--- config.mk ---
export PLATFORM = sky130hd
export DESIGN_NAME = calc_sched
export DESIGN_NICKNAME = d
export VERILOG_FILES = /design/src/rtl/calc_pkg.sv /design/src/rtl/calc_rr_arb.sv /design/src/rtl/calc_sched.sv
export SDC_FILE = /design/constraint.sdc
export NUM_CORES = 1
export LEC_CHECK = 0
export CORE_UTILIZATION = 64
export DETAILED_ROUTE_END_ITERATION = 16
export DONT_BUFFER_PORTS = 1
export PLACE_DENSITY = 0.79
export SLEW_MARGIN = 0
export SYNTH_ARGS = -nofsm -noshare
export SYNTH_HDL_FRONTEND = slang
export SYNTH_SLANG_ARGS = --single-unit
--- constraint.sdc ---
create_clock -name clk -period 3.6 [get_ports clk]
set_input_delay 0.72 -clock clk [delete_from_list [all_inputs] [get_ports clk]]
set_output_delay 0.72 -clock clk [all_outputs]
set_load 0.01 [all_outputs]
--- src/rtl/calc_pkg.sv ---
// Shared definitions for the calc scheduler: op codes, FSM encoding, datapath widths.
// Latency: none (package only).
// Backpressure: n/a.
package calc_pkg;

  // Datapath widths of the shared calc unit
  localparam int OPW  = 8;
  localparam int RESW = 16;

  // Operation codes carried on req_op / calc_inpOpType
  localparam logic [1:0] OP_ADD = 2'b00;
  localparam logic [1:0] OP_SUB = 2'b01;
  localparam logic [1:0] OP_MUL = 2'b10;
  localparam logic [1:0] OP_DIV = 2'b11;

  // Scheduler FSM encoding
  localparam logic [1:0] ST_IDLE  = 2'd0;
  localparam logic [1:0] ST_ISSUE = 2'd1;
  localparam logic [1:0] ST_DRAIN = 2'd2;
  localparam logic [1:0] ST_RESP  = 2'd3;

  // One latched operation as handed to the calc unit
  typedef struct packed {
    logic [OPW-1:0] a;
    logic [OPW-1:0] b;
    logic [1:0]     op;
  } op_t;

endpackage

--- src/rtl/calc_rr_arb.sv ---
// Round-robin picker: one-hot grant of the first set request at or after ptr.
// Latency: purely combinational.
// Backpressure: none; the caller decides whether the grant is used.
module calc_rr_arb
  import calc_pkg::*;
#(
  parameter int NREQ = 4,
  parameter int PW   = $clog2(NREQ)
) (
  input  logic [NREQ-1:0] req,
  input  logic [PW-1:0]   ptr,
  output logic [NREQ-1:0] gnt
);

  logic          found;
  logic [PW-1:0] idx;

  // Scan requesters starting at ptr, wrapping at NREQ, and keep the first hit
  always_comb begin
    gnt   = '0;
    found = 1'b0;
    idx   = '0;
    for (int k = 0; k < NREQ; k++) begin
      idx = PW'((int'(ptr) + k) % NREQ);
      if (!found && req[idx]) begin
        gnt[idx] = 1'b1;
        found    = 1'b1;
      end
    end
  end

endmodule

--- src/rtl/calc_sched.sv ---
// Shares one calc unit among NREQ requesters; optional watchdog under CALC_SCHED_TIMEOUT_EN.
// Latency: grant to rsp_valid = 3 cycles + calc latency (+ cycles calc_oValid lingers).
// Backpressure: one op in flight; no grant until the response handshake; calc_oStall while rsp_ready=0.
module calc_sched
  import calc_pkg::*;
#(
  parameter int NREQ        = 4,
  parameter int TIMEOUT_CYC = 64
) (
  input  logic                  clk,
  input  logic                  rstn,
  input  logic [NREQ-1:0]       req_valid,
  input  logic [OPW*NREQ-1:0]   req_a,
  input  logic [OPW*NREQ-1:0]   req_b,
  input  logic [2*NREQ-1:0]     req_op,
  output logic [NREQ-1:0]       req_ready,
  output logic [NREQ-1:0]       rsp_valid,
  output logic [RESW-1:0]       rsp_c,
  output logic                  rsp_err,
  input  logic                  rsp_ready,
  output logic [OPW-1:0]        calc_inpA,
  output logic [OPW-1:0]        calc_inpB,
  output logic [1:0]            calc_inpOpType,
  output logic                  calc_iValid,
  input  logic                  calc_iStall,
  input  logic                  calc_oValid,
  input  logic [RESW-1:0]       calc_outC,
  output logic                  calc_oStall
);

  localparam int PW = $clog2(NREQ);

  logic [1:0]      state;
  logic [PW-1:0]   rr_ptr;
  logic [PW-1:0]   gnt_idx;
  logic [NREQ-1:0] arb_gnt;
  logic [PW-1:0]   arb_idx;
  logic [PW-1:0]   next_ptr;
  op_t             sel_op;
  logic            grant_fire;
  logic            wd_expired;
  logic            timeout_hit;

  calc_rr_arb #(.NREQ(NREQ), .PW(PW)) u_arb (
    .req (req_valid),
    .ptr (rr_ptr),
    .gnt (arb_gnt)
  );

  // Encode the one-hot grant and mux out that requester's operands
  always_comb begin
    arb_idx = '0;
    sel_op  = '0;
    for (int k = 0; k < NREQ; k++) begin
      if (arb_gnt[k]) begin
        arb_idx   = PW'(k);
        sel_op.a  = req_a[k*OPW +: OPW];
        sel_op.b  = req_b[k*OPW +: OPW];
        sel_op.op = req_op[k*2 +: 2];
      end
    end
  end

  assign next_ptr   = (arb_idx == PW'(NREQ-1)) ? '0 : arb_idx + 1'b1;
  assign grant_fire = (state == ST_IDLE) && !calc_iStall && (req_valid != '0);
  // Gated by rstn so nothing looks accepted while reset is held
  assign req_ready  = (grant_fire && rstn) ? arb_gnt : '0;

  assign calc_iValid = (state == ST_ISSUE);
  assign calc_oStall = (state == ST_RESP) && !rsp_ready;

  // Decode the owner of the pending response into the one-hot rsp_valid
  always_comb begin
    rsp_valid = '0;
    for (int k = 0; k < NREQ; k++) begin
      rsp_valid[k] = (state == ST_RESP) && (gnt_idx == PW'(k));
    end
  end

  // Timeout only fires when the normal exit of ISSUE/DRAIN is not already taken
  assign timeout_hit = wd_expired &&
                       (((state == ST_ISSUE) && !calc_oValid) ||
                        ((state == ST_DRAIN) &&  calc_oValid));

`ifdef CALC_SCHED_TIMEOUT_EN
  localparam int TOW = $clog2(TIMEOUT_CYC + 1);
  logic [TOW-1:0] wd_cnt;

  assign wd_expired = (wd_cnt == TOW'(TIMEOUT_CYC - 1));

  // Watchdog: restart at grant, count every ISSUE/DRAIN cycle
  always_ff @(posedge clk or negedge rstn) begin
    if (!rstn) begin
      wd_cnt <= '0;
    end else if (grant_fire) begin
      wd_cnt <= '0;
    end else if (((state == ST_ISSUE) || (state == ST_DRAIN)) && !wd_expired) begin
      wd_cnt <= wd_cnt + 1'b1;
    end
  end

  // Error flag belongs to the current op: cleared at grant, set on timeout
  always_ff @(posedge clk or negedge rstn) begin
    if (!rstn) begin
      rsp_err <= 1'b0;
    end else if (grant_fire) begin
      rsp_err <= 1'b0;
    end else if (timeout_hit) begin
      rsp_err <= 1'b1;
    end
  end
`else
  logic unused_cfg;
  assign unused_cfg = (TIMEOUT_CYC > 0);
  assign wd_expired = 1'b0;
  assign rsp_err    = 1'b0;
`endif

  // Main scheduler: grant, issue, wait for calc to drop oValid, hold response
  always_ff @(posedge clk or negedge rstn) begin
    if (!rstn) begin
      state          <= ST_IDLE;
      rr_ptr         <= '0;
      gnt_idx        <= '0;
      calc_inpA      <= '0;
      calc_inpB      <= '0;
      calc_inpOpType <= '0;
      rsp_c          <= '0;
    end else begin
      case (state)
        ST_IDLE: begin
          if (grant_fire) begin
            gnt_idx        <= arb_idx;
            rr_ptr         <= next_ptr;
            calc_inpA      <= sel_op.a;
            calc_inpB      <= sel_op.b;
            calc_inpOpType <= sel_op.op;
            state          <= ST_ISSUE;
          end
        end
        ST_ISSUE: begin
          if (calc_oValid) begin
            rsp_c <= calc_outC;
            state <= ST_DRAIN;
          end else if (timeout_hit) begin
            rsp_c <= '0;
            state <= ST_RESP;
          end
        end
        ST_DRAIN: begin
          if (!calc_oValid) begin
            state <= ST_RESP;
          end else if (timeout_hit) begin
            rsp_c <= '0;
            state <= ST_RESP;
          end
        end
        ST_RESP: begin
          if (rsp_ready) begin
            state <= ST_IDLE;
          end
        end
        default: state <= ST_IDLE;
      endcase
    end
  end

endmodule

==> results.json <==
{
  "hold_buffers": 0,
  "crit_fanout": 7,
  "slowest_stage": "a2111oi_0",
  "path_buf_inv": 1,
  "synth.most_common_cell": "nand2_1",
  "start_util_pct": 68.7,
  "grt_pass1_wl_mm": 13.0,
  "multi_input_area_um2": 1790,
  "status": "finished clean",
  "synthAdderAreaFrac_pct": 4.85,
  "fin_crit_ps": 3410,
  "fmax_ghz": 0.293,
  "finalSetupTns_ps": 0,
  "post_drt_via_cell_ratio": 7.18,
  "netlist_instances": 360,
  "nFillCells": 360,
  "yosys.area_share.simple_pct": 18.3,
  "dp_slack_ps": 415,
  "cellPowerDensity_nw_per_um2": 987,
  "ys.flop_type": "dfrtp_1",
  "max-slew-margin-rel_pct": 55.7,
  "cts_buffers": 5,
  "drc": 0,
  "synth_warnings": 0,
  "pin_count": 142,
  "dp_hpwl_mm": 5.86,
  "layout.nets": 458,
  "synth_edf_count": 0,
  "antenna_left": 0,
  "finalCritPeriodShare_pct": 94.7,
  "avgRoutedWirePerCell_um": 20.8,
  "regArea_um2": 1000,
  "crit_chain": "inv_1 -> ha_1 -> mux4_2 -> a2111oi_0 -> o31ai_2 -> a21oi_1",
  "synth.largest_area_cell": "dfrtp_1",
  "synth_top_family_by_area": "compound AO/OA/AOI/OAI gates",
  "synth_top_cell_area_share_pct": 32.4,
  "vias": 2887,
  "drt_iter0_drc": 250,
  "die_h_um": 71.5,
  "portBuffers": 0,
  "cts_root_buffer": "clkbuf_8",
  "dieArea_um2": 5120,
  "n_antenna_cell": 0,
  "rrSetupSlack_ps": 310,
  "clock_sink_count": 40,
  "grt_overflow": 0,
  "core-area_um2": 4500,
  "cp_top_family": "compound AO/OA/AOI/OAI gates",
  "dr.pass1.iters": 7,
  "setup_viol": 0,
  "synth_seq_area_share_pct": 32.4,
  "p_leak_nw": 1.36,
  "routabilityCongestion": 0.947,
  "timing.max_cap.violations": 0,
  "syn_nets": 469,
  "reg2regPathDepth": 9,
  "r2r_end": "calc_inpA[6]$_DFFE_PN0P_",
  "synth_xor_area_share_pct": 0,
  "worstPathArrival_ps": 2690,
  "worstPathRequired_ps": 2880,
  "grt_max_degree": 42,
  "ir_drop_mv": 0.440,
  "antenna_found_initial": 0,
  "cts_tree": "yes",
  "tightestPinTransition_ps": 664,
  "synth_cell_type_count": 47,
  "htree_levels": 2,
  "clock_latency_ps": 290,
  "routed_wl_mm": 8.37,
  "grt_pass1_vias": 2666,
  "synth_compound_area_share_pct": 26.3,
  "drive_gt1_share_pct": 13.7,
  "path_clk_slew_ps": 90,
  "die_x_um": 71.5,
  "setup_slack_ps": 191,
  "syn_avg_cell_area_um2": 8.59,
  "cp-start-kind": "register",
  "ys_top_cells_by_area": "dfrtp_1 (32%), mux2_2 (6.6%), nand2_1 (6.6%)",
  "synth_area_um2": 3090,
  "end_kind": "primary output",
  "cpPeakStageDelay_ps": 510,
  "syn_to_final_growth_pct": 3.76,
  "holdCritPathClass": "input pin to asynchronous set/reset pin",
  "ys_seq_elements": 40,
  "asyncSetResetFlopFracSynth_pct": 100,
  "worstReg2RegStart": "rr_ptr[1]$_DFFE_PN0P_",
  "finClkSkew_ps": 6.96,
  "grtUsageTotal_pct": 32.8,
  "slew_viol_final": 0,
  "power_mw": 3.17,
  "grt_setup_unrepaired": "no",
  "clockBufferDepth": 2,
  "worstSetupPathType": "register to primary output",
  "row_count": 24,
  "synthMuxAreaShare_pct": 8.01,
  "hold_violations": 0,
  "synth_common_cells": "nand2_1 (54), dfrtp_1 (40), inv_1 (40)"
}
layout by cell type (no fill, tap or decap), drive strengths merged, types with 3 or more instances in the layout:
cell / instances
a2111oi: 3
clkbuf: 5
nand2: 54
dfrtp: 40
nand3b: 3
mux2: 18
o211ai: 18
o31ai: 15
nand4: 20
inv: 40
nor2: 6
a311oi: 18
a31oi: 19
a21oi: 18
buf: 12
nor3: 3
ha: 12
nor4b: 4
and2: 3
o21ai: 8
and3: 3
worst max path at each step:
stage                          startpoint            to  slack (ps)  cells after the start
floorplan           rr_ptr[0]$_DFFE_PN0P_  req_ready[2]         420                     10
global placement    rr_ptr[1]$_DFFE_PN0P_  req_ready[3]         500                      7
detailed placement  rr_ptr[1]$_DFFE_PN0P_  req_ready[3]         420                      7
CTS                 rr_ptr[1]$_DFFE_PN0P_  req_ready[3]          60                      7
global route        rr_ptr[1]$_DFFE_PN0P_  req_ready[0]          90                      6
finish              rr_ptr[1]$_DFFE_PN0P_  req_ready[0]         190                      6
state kept, by name (all words and copies together) (netlist names):
register        cells
rsp_c              16
calc_inpA           8
state               2
calc_inpOpType      2
gnt_idx             2
rr_ptr              2
calc_inpB           8
worst register-to-register path, stage by stage (launching register included):
cell and delay (ps):
dfrtp_1 480, inv_1 150, ha_1 370, mux4_2 310
inv_1 90, and4_1 230, buf_4 210, or3_1 680
a311oi_1 500, o211ai_1 150
area by class of cell:
class                           count  share of cell area, %
Sequential cell                    40                   31.2
Timing Repair Buffer               12                   2.81
Inverter                           40                   4.68
Tap cell                           52                   2.03
Clock buffer                        5                   2.14
Multi-Input combinational cell    250                   55.7
Clock inverter                      3                   1.48
report_power, final:
part	total (mW)	internal, mW	switching [mW]	leakage [nW]
Sequential	0.926	0.671	0.255	0.487
Combinational	1.86	0.705	1.16	0.818
Clock	0.379	0.209	0.170	0.0583
what timing repair did:
item | CTS | global route
resized for setup | 0 | 1
setup endpoints to repair | 0 | 1
endpoints found under the hold margin | 0 | 0
setup buffers | 0 | 0
cells by family after synthesis:
group,Yosys count
other,1
AND/OR/NAND/NOR,109
flip-flops,40
AO/OA/AOI/OAI,108
adder cells (fa/ha/maj),12
buffers and inverters,70
multiplexers,20
stage by stage:
step	hold slack (ps)	instances	instance area, um2	utilization [%]
detailed placement	426	394	3090	68.6
floorplan	424	360	3090	-
global route	95.2	402	3210	71.3
global placement	426	394	3090	68.6
finish	112	402	3210	71.3
CTS	104	402	3200	71.1
per-layer routing:
| metal | track usage, % | part of all wire [%] |
|---|---|---|
| met2 | 55.8 | 49 |
| met1 | 41.6 | 37 |
| met3 | 9.00 | 13 |
| met5 | 0 | 0 |
| met4 | 8.71 | 1.2 |
No activity file was read; power rests on OpenSTA's default activity.
